--- src/rtl/cla4_serial_ctrl_if.sv ---
// rtl/cla4_serial_ctrl_if.sv - request/result handshake bundle for cla4_serial_ctrl
//
// Purpose: groups the producer-side request (in_valid/in_ready, a, b, cin, sub)
// and consumer-side result (out_valid/out_ready, y, cout, ovf) of the serial
// adder into one bundle.
// Modports:
//   master - producer/consumer side: drives the request and out_ready
//   slave  - the adder: drives in_ready and the result
interface cla4_serial_ctrl_if #(
   parameter int WIDTH = 16
);
   logic             in_valid;
   logic             in_ready;
   logic [WIDTH-1:0] a;
   logic [WIDTH-1:0] b;
   logic             cin;
   logic             sub;
   logic             out_valid;
   logic             out_ready;
   logic [WIDTH-1:0] y;
   logic             cout;
   logic             ovf;

   modport master (
      output in_valid, a, b, cin, sub, out_ready,
      input  in_ready, out_valid, y, cout, ovf
   );

   modport slave (
      input  in_valid, a, b, cin, sub, out_ready,
      output in_ready, out_valid, y, cout, ovf
   );
endinterface

--- src/rtl/cla4_serial_ctrl.sv ---
// rtl/cla4_serial_ctrl.sv - nibble-serial add/subtract sequencer around one cla4 slice
//
// Purpose: adds (a+b+cin) or subtracts (a-b) WIDTH-bit operands four bits per
// clock, least significant nibble first, through a single 4-bit carry
// look-ahead slice. A registered carry links consecutive nibbles.
// Ports:
//   clk    - rising-edge clock
//   rst_n  - asynchronous active-low reset
//   bus    - cla4_serial_ctrl_if.slave:
//              in_valid/in_ready, a, b, cin, sub   request (sampled on accept)
//              out_valid/out_ready, y, cout, ovf   result (held while out_valid)

module cla4 (
   input  logic [3:0] a,
   input  logic [3:0] b,
   input  logic       cin,
   output logic [3:0] s,
   output logic       cout
);
   logic [3:0] g;
   logic [3:0] p;
   logic [4:1] c;

   assign g = a & b;
   assign p = a ^ b;

   // Every carry is formed directly from generate/propagate terms and cin.
   assign c[1] = g[0] | (p[0] & cin);
   assign c[2] = g[1] | (p[1] & g[0]) | (p[1] & p[0] & cin);
   assign c[3] = g[2] | (p[2] & g[1]) | (p[2] & p[1] & g[0])
               | (p[2] & p[1] & p[0] & cin);
   assign c[4] = g[3] | (p[3] & g[2]) | (p[3] & p[2] & g[1])
               | (p[3] & p[2] & p[1] & g[0]) | (p[3] & p[2] & p[1] & p[0] & cin);

   assign s    = p ^ {c[3:1], cin};
   assign cout = c[4];
endmodule

module cla4_serial_ctrl #(
   parameter int WIDTH = 16
) (
   input  logic               clk,
   input  logic               rst_n,
   cla4_serial_ctrl_if.slave  bus
);
   localparam int NIB = WIDTH / 4;
   localparam int CW  = (NIB > 1) ? $clog2(NIB) : 1;

   generate
      if ((WIDTH % 4) != 0 || WIDTH < 4) begin : g_bad_width
         $error("cla4_serial_ctrl: WIDTH must be a multiple of 4 and >= 4");
      end
   endgenerate

   typedef enum logic [1:0] {
      IDLE = 2'd0,
      RUN  = 2'd1,
      DONE = 2'd2
   } state_t;

   state_t           state;
   state_t           state_n;

   logic [WIDTH-1:0] a_r;
   logic [WIDTH-1:0] b_r;      // already inverted for subtraction
   logic [WIDTH-1:0] res;
   logic             carry;
   logic [CW-1:0]    cnt;
   logic             cout_r;
   logic             ovf_r;

   logic [CW+1:0]    base;
   logic [3:0]       nib_sum;
   logic             nib_cout;
   logic             last;

   assign base = {cnt, 2'b00};
   assign last = (cnt == CW'(NIB - 1));

   cla4 u_cla4 (
      .a    (a_r[base +: 4]),
      .b    (b_r[base +: 4]),
      .cin  (carry),
      .s    (nib_sum),
      .cout (nib_cout)
   );

   always_ff @(posedge clk or negedge rst_n) begin
      if (!rst_n) begin
         state <= IDLE;
      end else begin
         state <= state_n;
      end
   end

   always_comb begin
      state_n       = state;
      bus.in_ready  = 1'b0;
      bus.out_valid = 1'b0;
      case (state)
         IDLE: begin
            bus.in_ready = 1'b1;
            if (bus.in_valid) begin
               state_n = RUN;
            end
         end
         RUN: begin
            if (last) begin
               state_n = DONE;
            end
         end
         DONE: begin
            bus.out_valid = 1'b1;
            if (bus.out_ready) begin
               state_n = IDLE;
            end
         end
         default: begin
            state_n = IDLE;
         end
      endcase
   end

   always_ff @(posedge clk or negedge rst_n) begin
      if (!rst_n) begin
         a_r    <= '0;
         b_r    <= '0;
         res    <= '0;
         carry  <= 1'b0;
         cnt    <= '0;
         cout_r <= 1'b0;
         ovf_r  <= 1'b0;
      end else begin
         case (state)
            IDLE: begin
               if (bus.in_valid) begin
                  a_r   <= bus.a;
                  // Subtraction is a + ~b + 1: invert b here, inject the +1 as carry.
                  b_r   <= bus.sub ? ~bus.b : bus.b;
                  carry <= bus.sub ? 1'b1 : bus.cin;
                  cnt   <= '0;
               end
            end
            RUN: begin
               res[base +: 4] <= nib_sum;
               carry          <= nib_cout;
               if (last) begin
                  cnt    <= '0;
                  cout_r <= nib_cout;
                  // Signed overflow: like-signed operands giving an unlike-signed sum.
                  ovf_r  <= (a_r[WIDTH-1] == b_r[WIDTH-1]) && (nib_sum[3] != a_r[WIDTH-1]);
               end else begin
                  cnt <= cnt + 1'b1;
               end
            end
            default: begin
            end
         endcase
      end
   end

   assign bus.y    = res;
   assign bus.cout = cout_r;
   assign bus.ovf  = ovf_r;
endmodule

--- src/flat_wrapper.sv ---
// flat-port wrapper written by rule: the top's interface ports become plain ports
module cla4_serial_ctrl_flat 
#(
   parameter int WIDTH = 16
)
  (clk, rst_n, bus_in_valid, bus_a, bus_b, bus_cin, bus_sub, bus_out_ready, bus_in_ready, bus_out_valid, bus_y, bus_cout, bus_ovf);
  cla4_serial_ctrl_if #(.WIDTH(WIDTH)) bus_i ();
  input  logic clk;
  input  logic rst_n;
  input wire logic [$bits(bus_i.in_valid)-1:0] bus_in_valid;
  input wire logic [$bits(bus_i.a)-1:0] bus_a;
  input wire logic [$bits(bus_i.b)-1:0] bus_b;
  input wire logic [$bits(bus_i.cin)-1:0] bus_cin;
  input wire logic [$bits(bus_i.sub)-1:0] bus_sub;
  input wire logic [$bits(bus_i.out_ready)-1:0] bus_out_ready;
  output wire logic [$bits(bus_i.in_ready)-1:0] bus_in_ready;
  output wire logic [$bits(bus_i.out_valid)-1:0] bus_out_valid;
  output wire logic [$bits(bus_i.y)-1:0] bus_y;
  output wire logic [$bits(bus_i.cout)-1:0] bus_cout;
  output wire logic [$bits(bus_i.ovf)-1:0] bus_ovf;
  assign bus_i.in_valid = bus_in_valid;
  assign bus_i.a = bus_a;
  assign bus_i.b = bus_b;
  assign bus_i.cin = bus_cin;
  assign bus_i.sub = bus_sub;
  assign bus_i.out_ready = bus_out_ready;
  assign bus_in_ready = bus_i.in_ready;
  assign bus_out_valid = bus_i.out_valid;
  assign bus_y = bus_i.y;
  assign bus_cout = bus_i.cout;
  assign bus_ovf = bus_i.ovf;
  cla4_serial_ctrl #(.WIDTH(WIDTH)) u_core (.clk(clk), .rst_n(rst_n), .bus(bus_i));
endmodule
--- config.mk ---
export PLATFORM = sky130hd
export DESIGN_NAME = cla4_serial_ctrl_flat
export DESIGN_NICKNAME = d
export VERILOG_FILES = /design/src/rtl/cla4_serial_ctrl_if.sv /design/src/rtl/cla4_serial_ctrl.sv /design/src/flat_wrapper.sv
export SDC_FILE = /design/constraint.sdc
export NUM_CORES = 1
export LEC_CHECK = 0
export ABC_AREA = 1
export CAP_MARGIN = 20
export CORE_UTILIZATION = 46
export DETAILED_ROUTE_END_ITERATION = 10
export PLACE_DENSITY = 0.73
export SLEW_MARGIN = 40
export SYNTH_ARGS = -nofsm -noshare
export SYNTH_HDL_FRONTEND = slang
export SYNTH_SLANG_ARGS = --single-unit
--- constraint.sdc ---
create_clock -name clk -period 5.06 [get_ports clk]
set_input_delay 1.265 -clock clk [delete_from_list [all_inputs] [get_ports clk]]
set_output_delay 1.265 -clock clk [all_outputs]
set_load 0.1 [all_outputs]
==> results.tsv <==
stage	metric	value	unit
timing	Final Max Slew Viols	0	
setup_path	Critical Path Fanout Max	46	
timing	Final period util	56.29	%
placement	PortBufs	57	
setup_path	R2R Setup Slk	2510	ps
hold_path	Hold Crit Depth	2	
synth	Netlist cell types	25	
clock_network	clk_lat worst skew	300	ps
routing	Pre-antenna DRT Iters	4	
grt	largest net degree at the start of global routing	56	
hold_path	hold_sp	u_core.a_r[4]	
placement	dpl hpwl	4162	um
clock_network	Num CTS Buffers	5	
layout	share of cells above drive strength 1	14.58	%
grt	GRT Total Usage	20.26	%
setup_path	crit path kind	in2reg	
clock_network	CTS Hold Bufs	0	
synth	flops & latches, synth	55	
status	status	finished clean	
floorplan	Initial Utilization	48.45	%
setup_path	crit path DAT	3030	ps
synth	Post-Syn Area	0.002903	mm^2
layout	commonest non-fill, non-tap cell in the layout	nand2_1	
clock_network	Clock transition at path regs	90	ps
routing	# DRC	0	
timing	Setup TNS	0	ps
floorplan	die width	81.44	um
synth	top cells by area, synth	dfrtp_1 47%, nand2_1 13%, o21ai_0 5.3%	
floorplan	I/O pin count	58	
floorplan	die area	0.006632	mm^2
timing	Final Hold Viols	0	
placement	GPL Wtd Cong	0.7758	
layout	diode count	0	
setup_path	Reg-to-Reg End	u_core.bus.y[6]	
routing	initial DRC count	111	
layout	Multi-input gate area	0.001325	mm^2
timing	relative slew slack	55.26	%
synth	Yosys top cell area share	47.41	%
clock_network	H-tree levels	2	
routing	mean number of vias per cell	5.009	
clock_network	CTS max path bufs	2	
synth	post-synth net total	387	
setup_path	Startpoint Class	input pin	
hold_path	sink of the worst hold path	u_core.a_r[4]	
synth	Synth area leader	dfrtp_1	
flow_run	max capacitance violation total	0	
setup_path	WP data required	5240	ps
setup_path	reg-to-reg startpoint	u_core.cnt[1]	
grt	first-pass GRT wire length	10250	um
routing	Detail Route Antenna Nets	0	
hold_path	Hold Crit Class	reg2reg	
synth	Post-Synthesis Cells	337	
floorplan	Die Ht	81.44	um
routing	final wirelength	5770	um
timing	Setup violations, final	0	
layout	Nets	441	
clock_network	clock root cell	clkbuf_8	
timing	post-layout min period	2848	ps
timing	Max Clock Skew	5.846	ps
setup_path	reg2reg path depth	10	
routing	wire per inst	12.38	um
clock_network	setup bufs post-CTS	0	
layout	Fill cells	540	
setup_path	crit end category	register	
synth	YS warnings	0	
floorplan	core box area	0.005991	mm^2
layout	register area	0.001376	mm^2
timing	measured slew at the worst slew-check pin	671.2	ps
synth	register area share after synthesis	47.41	%
clock_network	Clock Sinks	55	
floorplan	FP Rows	28	
synth	post-synthesis average cell area	8.614	um^2
clock_network	post-cts resize count	0	
grt	initial antenna violation count	0	
layout	Area Growth Syn to Fin	19.22	%
grt	vias in the first global route	2327	
layout	most frequent cells in the layout	104 x nand2_1, 55 x dfrtp_1, 35 x clkdlybuf4s50_1, 31 x o21ai_0, 25 x nor2_1	
timing	maximum clock frequency	351.1	MHz
routing	routed vias	2334	
clock_network	CTS tree	yes	
grt	total gr overflow	0	
timing	RSZ-0062 raised after global routing	false	
## kinds of logic (layout without fill, tap and decap cells)
family	count (synthesis)	after routing	share of synthesized area, %
compound gates	60	60	12.89
flops	55	55	47.41
simple gates	153	153	21.59
xor+xnor	19	19	5.733
buf+inv	38	92	6.940
fa+ha+maj	12	12	5.431
## per-stage QoR
stage | instance area (um^2) | cells | hold slack [ps] | setup slack, ps | utilization [%]
2_1_floorplan | 2903 | 337 | 436.6 | 2101 | -
3_3_place_gp | 3477 | 459 | 453.0 | 2078 | 58.04
3_5_place_dp | 3372 | 459 | 452.9 | 2100 | 56.29
4_1_cts | 3460 | 466 | 477.0 | 2415 | 57.75
5_1_grt | 3461 | 466 | 493.6 | 2000 | 57.77
6_report | 3461 | 466 | 474.2 | 2212 | 57.77
## registers in the layout, indices dropped and copies added (netlist names)
register and cells:
u_core.bus.cout 1, u_core.b_r 16, u_core.state 2, u_core.carry 1
u_core.a_r 16, u_core.bus.y 16, u_core.bus.ovf 1, u_core.cnt 2
## cell type report
type,instances,share of cell area [%]
well taps,75,2.711
multi-input cells,244,38.29
clock inverters,1,0.1446
inverters,25,2.748
repair buffers,60,13.96
flip-flops and latches,55,39.77
clock buffers,6,2.386
## critical path, cell delays in order
cell and delay, ps:
clkdlybuf4s50_1 460, inv_1 40, nor2_2 100, buf_4 240, clkinv_2 570, nand2_1 250, o21ai_2 70
## metal layers
layer,GRT usage [%],up-vias,share of wire [%]
li1,-,1184,-
met1,25.45,1091,46
met2,34.50,52,48
met3,4.000,7,4.7
met4,7.321,0,1.7
met5,0,-,0
## worst max path at each step
stage                          from              to  slack (ps)  depth (start not counted)
floorplan           u_core.state[1]   bus_out_valid        2100                          2
global placement    u_core.state[1]    bus_in_ready        2080                          4
detailed placement     bus_in_valid   u_core.b_r[7]        2100                          7
CTS                 u_core.state[1]    bus_in_ready        2420                          4
global route           bus_in_valid  u_core.b_r[14]        2000                          7
finish                 bus_in_valid   u_core.b_r[6]        2210                          7
## cells in the mapped netlist
cell type / n
buf_4: 2
xor2_1: 3
clkbuf_1: 2
nor2_1: 25
nor3_1: 2
clkbuf_4: 1
nor2_2: 3
nand2_1: 104
o21ai_0: 31
inv_1: 23
nand2_2: 3
xnor2_1: 16
buf_6: 6
o21ai_2: 15
o21ai_1: 3
dfrtp_1: 55
nor2_4: 2
nand4_1: 2
o22ai_1: 8
inv_2: 2
buf_2: 2
nand3_1: 12
o31ai_1: 3
fa_1: 1
ha_1: 11
Power is not shown: default switching activity piles up to over one toggle a cycle in this logic, so the estimate is an artifact.
